`src/rtl/req_agg.sv`:
```
// Purpose: per-source pending-request aggregator in front of the 4-way arbiter controller.
// Latency: 1 cycle from src_req to src_ack and to req_i; a grant retires a request on the same edge.
// Backpressure: none upstream; a request to a full channel is dropped, unacked, and flagged in ovf.
//
// Ports:
//   clk, reset      rising-edge clock, asynchronous active-low reset
//   src_req/src_ack request pulse per source, registered accept pulse one cycle later
//   req_0..req_3    level request to ctrl, high while that channel's count is nonzero
//   gnt             grant pulse from ctrl, retires one pending request of that channel
//   clr_err         clears the sticky flags ovf, tmo, spur and gnt_err
//   pend_cnt        pending counts, channel i at [i*CNT_W +: CNT_W]
module req_agg #(
    parameter int CNT_W   = 3,
    parameter int TMO_W   = 8,
    parameter int TMO_MAX = 200
) (
    input  logic                 clk,
    input  logic                 reset,
    input  logic [3:0]           src_req,
    output logic [3:0]           src_ack,
    output logic                 req_0,
    output logic                 req_1,
    output logic                 req_2,
    output logic                 req_3,
    input  logic [3:0]           gnt,
    input  logic                 clr_err,
    output logic [4*CNT_W-1:0]   pend_cnt,
    output logic [3:0]           ovf,
    output logic [3:0]           tmo,
    output logic [3:0]           spur,
    output logic                 gnt_err
);

    localparam logic [CNT_W-1:0] CNT_MAX = '1;
    localparam logic [TMO_W-1:0] AGE_MAX = TMO_W'(TMO_MAX);

    logic [3:0] busy;
    logic [3:0] inc;
    logic [3:0] ovf_set;
    logic [3:0] tmo_set;
    logic [3:0] spur_set;
    logic       gnt_err_set;

    for (genvar i = 0; i < 4; i++) begin : g_ch
        logic [CNT_W-1:0] cnt_q;
        logic [TMO_W-1:0] age_q;
        logic             full;
        logic             dec;

        assign full   = (cnt_q == CNT_MAX);
        // A grant on a full channel frees a slot in the same edge, so the
        // simultaneous request is accepted instead of dropped.
        assign inc[i] = src_req[i] & (~full | gnt[i]);
        assign dec    = gnt[i] & (cnt_q != '0);
        assign busy[i] = (cnt_q != '0);
        assign pend_cnt[i*CNT_W +: CNT_W] = cnt_q;

        assign ovf_set[i]  = src_req[i] & full & ~gnt[i];
        assign spur_set[i] = gnt[i] & ~busy[i];
        // Flag on the edge where the age counter lands on TMO_MAX.
        assign tmo_set[i]  = busy[i] & ~gnt[i] & (age_q == AGE_MAX - TMO_W'(1));

        always_ff @(posedge clk or negedge reset) begin
            if (!reset) begin
                cnt_q <= '0;
            end else if (inc[i] & ~dec) begin
                cnt_q <= cnt_q + CNT_W'(1);
            end else if (dec & ~inc[i]) begin
                cnt_q <= cnt_q - CNT_W'(1);
            end
        end

        // Age measures how long the current request level has waited for a
        // grant; any grant restarts it.
        always_ff @(posedge clk or negedge reset) begin
            if (!reset) begin
                age_q <= '0;
            end else if (~busy[i] | gnt[i]) begin
                age_q <= '0;
            end else if (age_q != AGE_MAX) begin
                age_q <= age_q + TMO_W'(1);
            end
        end
    end

    // Two or more grant bits at once: clearing the lowest set bit leaves a nonzero value.
    assign gnt_err_set = ((gnt & (gnt - 4'd1)) != 4'd0);

    assign req_0 = busy[0];
    assign req_1 = busy[1];
    assign req_2 = busy[2];
    assign req_3 = busy[3];

    always_ff @(posedge clk or negedge reset) begin
        if (!reset) begin
            src_ack <= '0;
        end else begin
            src_ack <= inc;
        end
    end

    // Sticky flags: a set in the same cycle as clr_err takes priority.
    always_ff @(posedge clk or negedge reset) begin
        if (!reset) begin
            ovf     <= '0;
            tmo     <= '0;
            spur    <= '0;
            gnt_err <= 1'b0;
        end else begin
            ovf     <= (ovf  & {4{~clr_err}}) | ovf_set;
            tmo     <= (tmo  & {4{~clr_err}}) | tmo_set;
            spur    <= (spur & {4{~clr_err}}) | spur_set;
            gnt_err <= (gnt_err & ~clr_err) | gnt_err_set;
        end
    end

endmodule

```
`config.mk`:
```
export PLATFORM = sky130hd
export DESIGN_NAME = req_agg
export DESIGN_NICKNAME = d
export VERILOG_FILES = /design/src/rtl/req_agg.sv
export SDC_FILE = /design/constraint.sdc
export NUM_CORES = 1
export LEC_CHECK = 0
export CELL_PAD_IN_SITES_DETAIL_PLACEMENT = 1
export CELL_PAD_IN_SITES_GLOBAL_PLACEMENT = 2
export CORE_MARGIN = 2
export CORE_UTILIZATION = 33
export CTS_BUF_LIST = sky130_fd_sc_hd__clkbuf_2 sky130_fd_sc_hd__clkbuf_4 sky130_fd_sc_hd__clkbuf_8
export DETAILED_ROUTE_END_ITERATION = 8
export PLACE_DENSITY = 0.86
export SYNTH_ARGS = -nofsm -noshare
export SYNTH_HDL_FRONTEND = slang
export SYNTH_SLANG_ARGS = --single-unit
```
`constraint.sdc`:
```
create_clock -name clk -period 2.2 [get_ports clk]
set_input_delay 0.22 -clock clk [delete_from_list [all_inputs] [get_ports clk]]
set_output_delay 0.22 -clock clk [all_outputs]
set_load 0.05 [all_outputs]
```
**Word-level counts from Yosys, hierarchy flattened**

Index checks and enable logic that the tools add are counted.

- Flip-flop bits (word level): 61
- Input port bits: 11
- Output and inout bits: 33

- Add/sub/neg operators: 13
- Equal/unequal tests: 12
- Muxes and demuxes: 16
- Bitwise gates (word level): 74
- Reductions and logical operators: 13

Operators by type and width:

| cell | count |
|---|---|
| $mux 8 | 8 |
| $and 1x1->1 | 37 |
| $add 8x1->8 const B | 4 |
| $eq 8x8->1 const B | 4 |
| $ne 8x8->1 const B | 4 |
| $mux 3 | 8 |
| $not 1->1 | 21 |
| $and 4x4->4 | 4 |
| $reduce_bool 2->1 | 8 |
| $add 3x1->3 const B | 4 |
| $eq 3x3->1 const B | 4 |
| $or 4x4->4 | 3 |
| $reduce_bool 3->1 | 4 |
| $sub 3x1->3 const B | 4 |
| $or 1x1->1 | 9 |
| $reduce_bool 4->1 | 1 |
| $sub 4x1->4 const B | 1 |

**Longest topological paths before layout**

Gate-level depths: netlist of run 1.

- Depth in word-level cells: 8
- Gate-level depth with buffers: 9

**Least setup slack after synthesis of run 1**

No wires, ideal clock.

- Path kind: register to register
- Start: register g_ch[2].cnt_q[0]
- End: register g_ch[2].cnt_q[2]
- Setup time: 0.082 ns
- Arrival time: 2.329 ns
- Required time: 2.118 ns
- Slack: -0.211 ns
- Stages on the path, launching flop included: 10
- Buffers on the path: 1
- Period minus slack after synthesis: 2.411 ns
- Cell sequence: dfrtp_1 or3_1 buf_2 nand2_1 ha_1 inv_1 fa_1 xor2_1 nor2_1 xor2_1

- Elaborated cells between the ends (all ways): 15
- Classes of those cells: add/sub (2); eq/ne (1); mux (2); bitwise (8); reduce/logical (2)

RTL lines:

| item | line | RTL |
|---|---|---|
| start: declaration | 45 | `logic [CNT_W-1:0] cnt_q;` |
| start signal: assignment | 67 | `cnt_q <= cnt_q + CNT_W'(1);` |
| start signal: assignment | 69 | `cnt_q <= cnt_q - CNT_W'(1);` |
| $reduce_bool 3->1 * | n/a |  |
| named net req_2 | 23 | `output logic req_2,` |
| $and 1x1->1 * | 54 | `assign dec = gnt[i] & (cnt_q != '0);` |
| $not 1->1 | 66 | `end else if (inc[i] & ~dec) begin` |
| $and 1x1->1 | 66 |  |
| $mux 3 / $reduce_bool 2->1 (equally long branches) | n/a |  |

Mark *: on every way through the listed nets, which the timed path passes. The rest lies on a longest branch. The select of a mux whose other input is x is not followed.
A chain may end at the register's enable or synchronous reset.

**Final worst setup path of run 1**

- Start: register g_ch[3].cnt_q[0]
- End: register g_ch[3].cnt_q[2]

- Word-level cells in the longest chain between the ends: 7
- Elaborated cells between the ends (all ways): 15
- Classes of those cells: add/sub (2); eq/ne (1); mux (2); bitwise (8); reduce/logical (2)

Ends and longest elaborated chain:

| item | line | RTL |
|---|---|---|
| start: declaration | 45 |  |
| start signal: assignment | 67 |  |
| start signal: assignment | 69 |  |
| $eq 3x3->1 | 50 | `assign full = (cnt_q == CNT_MAX);` |
| $not 1->1 | 53 | `assign inc[i] = src_req[i] & (~full \| gnt[i]);` |
| $or 1x1->1 | 53 |  |
| $and 1x1->1 | 53 |  |
| $not 1->1 | 68 | `end else if (dec & ~inc[i]) begin` |
| $and 1x1->1 | 68 |  |
| $reduce_bool 2->1 (no source line) | n/a |  |

Several ways; a longest one is shown, not always the timed one. The select of a mux whose other input is x is not followed.

==> impl_metrics.yaml, run 1 <==
status:
  status: "finished, final reports clean"
floorplan:
  core_mm2: 0.00933
  num_rows: 35
  initial_core_util: 0.342
  die_w_um: 102
  design.die.area_mm2: 0.0105
  die_h_um: 102
  boundaryPins: 44
grt:
  grt-busiest-layer: "met2"
  grt_use_met3: 0.0376
  grt_overflow: 0
  track_usage: 0.155
  met2_usage: 0.272
  grt_max_degree: 39
  grtUsageMet1: 0.185
  grt_pass1_vias: 2650
  grt_pass1_wl_um: 12600
  antenna_found_initial: 0
pwr:
  cellLeakagePower_nw: 1.66
  switchingPower_mw: 2.00
  irDropWorstVdd_v: 0.000606
  p_int_mw: 2.63
  p_clk_frac: 0.193
  p_per_area_mw_per_mm2: 1150
  power_frac_seq: 0.366
  pwr-share-comb: 0.441
  power_switching_share: 0.432
setup_path:
  cp-end-kind: "flop"
  crit-reg2reg-launch: "g_ch[3].cnt_q[0]"
  path_class: "flop to flop"
  cp_common_cell: "xor2_1"
  start_kind: "flop"
  regToRegEndpoint: "g_ch[3].cnt_q[2]"
  cp_cell_sequence: "or3_4 -> nand2_2 -> ha_4 -> inv_1 -> fa_2 -> xor2_1 -> nor2_1 -> xor2_1"
  worstPathArrival_ns: 2.26
  reg2reg_slack_ns: 0.19
  endpoint: "g_ch[3].cnt_q[2]"
  crit_fanout: 5
  critPathLaunch: "g_ch[3].cnt_q[0]"
  critPathMaxStageDelay_ns: 0.45
  required_ns: 2.45
  r2r_cells: 8
  critPathSlowestCell: "dfrtp_2"
route:
  dr.pass1.iters: 4
  ant_nets: 0
  drc: 0
  routedWlPerCell_um: 14.9
  vias: 2447
  drt_iter0_drc: 61
  vias_per_cell: 4.91
  wirelength_um: 7420
logic_synthesis:
  synth_edf_count: 0
  synthCells: 308
  avgSynthCellArea_um2: 10.4
  ys_ff_latch: 61
  synth_ff_type: "dfrtp_1"
  yosysTopAreaCell: "dfrtp_1"
  yosys-top-cells-count: "61 x dfrtp_1, 29 x inv_1, 22 x o21ai_0"
  synth.distinct_cells: 37
  syn_nets: 335
  async_reset_ff_frac: 1.00
  yosysSeqAreaShare: 0.479
  synth_area_leaders: "dfrtp_1 48%, ha_1 4.7%, xor2_1 4.4%"
  netlist_area_mm2: 0.00319
  yosysTopAreaCellShare: 0.479
  yosysWarnings: 0
  synth_most_common_cell: "dfrtp_1"
final_layout:
  fin_cells: 498
  diodes: 0
  syn_to_final_growth_pct: 26.8
  drive_gt1_frac: 0.179
  post-route-util: 0.434
  finalNetCount: 391
sta:
  fin_ws_ns: 0.186
  fmax_mhz: 496
  hold_viol_final: 0
  fin_setup_tns_ns: 0
  rsz0062_at_grt: "false"
  fin_skew_ns: 0.00699
  period_share: 0.916
  tightest_slew_ns: 0.582
  layout_min_cycle_time_ns: 2.01
  finalSetupViolCount: 0
  drv_slew: 0
  slew_headroom: 0.612
clock_network:
  clockRootBuffer: "clkbuf_8"
  clk_pin_slew_worst_paths_ns: 0.07
  cts.path.max_buffers: 2
  htree_levels: 3
  cts_setup_buffers: 0
  tritoncts: "yes"
  cts_sinks: 61
  clkLatencyLatePin_ns: 0.33
  cts_made_buffers: 9
placement:
  pre_cts_ws_ns: 0.0292
  place.gp.congestion: 0.749
  port_buffers: 43
  place_inst: 481
  dp_hpwl_um: 5400
job:
  cap_violations: 0
worst_hold_path:
  hp-class: "input pin to asynchronous set/reset pin"
-- critical path: cells and delay by family (launching register included) --
family        cells  cell delay, ns
simple gates      3            0.66
xor+xnor          2            0.31
buf+inv           1            0.05
fa+ha+maj         2            0.46
flops             1            0.45
-- cell families after synthesis --
group	count (synthesis)	share of synthesized area
adder cells (fa/ha/maj)	17	0.0753
AND/OR/NAND/NOR	108	0.213
AO/OA/AOI/OAI	59	0.113
buffers and inverters	38	0.0479
multiplexers	4	0.0141
flip-flops	61	0.479
XOR/XNOR	21	0.0577
-- how the worst min path moves through the flow --
stage	from	cells after the start	end
final	reset	2	g_ch[2].cnt_q[0]
after floorplan	reset	0	g_ch[0].age_q[0]
after detailed placement	reset	1	ovf[2]
after global routing	reset	2	ovf[2]
after CTS	reset	2	ovf[2]
after global placement	reset	1	ovf[2]
-- power groups by stage --
stage	logic (mW)	registers [mW]	clock network [mW]
finish	2.04	1.70	0.894
global route	2.22	1.76	0.971
CTS	2.07	1.70	0.932
detailed placement	2.09	1.72	0
global placement	2.01	1.71	0
floorplan	0.891	2.24	0
-- per-layer routing --
| metal | vias to the layer above | share of wire | wire length [um] |
|---|---|---|---|
| met1 | 1224 | 0.44 | 3240 |
| li1 | 1185 | - | - |
| met4 | 0 | 0.016 | 116 |
| met5 | - | 0 | 0 |
| met2 | 32 | 0.52 | 3870 |
| met3 | 6 | 0.026 | 194 |
-- final cells by class --
type / instances / area, um2
clock buffers: 11 / 151
clock inverters: 5 / 25.0
fillers: 1050 / 5280
inverters: 29 / 109
multi-input cells: 209 / 1540
flip-flops and latches: 61 / 1540
well taps: 129 / 161
repair buffers: 54 / 518
-- repair_timing --
item | 4_1_cts | 5_1_grt
hold buffers | 1 | 0
resized for setup | 4 | 1
gates cloned | 0 | 0
hold endpoints to repair | 23 | 0
setup endpoints to repair | 4 | 1
-- state kept, by name, summed over array words and instances, names as in the netlist --
register,flops
src_ack,4
ovf,4
g_ch.age_q,32
g_ch.cnt_q,12
tmo,4
gnt_err,1
spur,4
-- placed cells by master, fill, tap and decap left out, types with 5 or more instances in the layout --
master	n
dfrtp_2	12
xnor2_1	5
a21oi_1	21
nand3_1	12
xor2_1	16
nor3_1	9
dfrtp_1	49
nor2_1	13
o21ai_0	22
ha_1	10
clkdlybuf4s50_1	38
nand2_1	11
inv_1	29
clkinv_2	5
o22ai_1	6
buf_4	9
or3_1	15
clkbuf_8	11
nand4_1	8
-- stage by stage --
step	hold slack (ns)	power, mW	instance area, um2
after floorplan	-0.0756	3.13	3250
after global placement	0.254	3.72	3860
after detailed placement	0.255	3.81	3860
after CTS	0.424	4.71	4040
after global routing	0.458	4.96	4040
final	0.419	4.63	4040
Note: power is estimated with default switching activity, not from simulation.
==> inputs of run 2 (changes only) <==
--- a/config.mk
+++ b/config.mk
@@ -10,6 +10,7 @@
 export CORE_MARGIN = 2
 export CORE_UTILIZATION = 33
 export CTS_BUF_LIST = sky130_fd_sc_hd__clkbuf_2 sky130_fd_sc_hd__clkbuf_4 sky130_fd_sc_hd__clkbuf_8
+export CTS_CLUSTER_SIZE = 25
 export DETAILED_ROUTE_END_ITERATION = 8
 export PLACE_DENSITY = 0.86
 export SYNTH_ARGS = -nofsm -noshare
==> results of run 2 <==
Same layout as run 1: the final DEF is identical, and so are final timing and power.
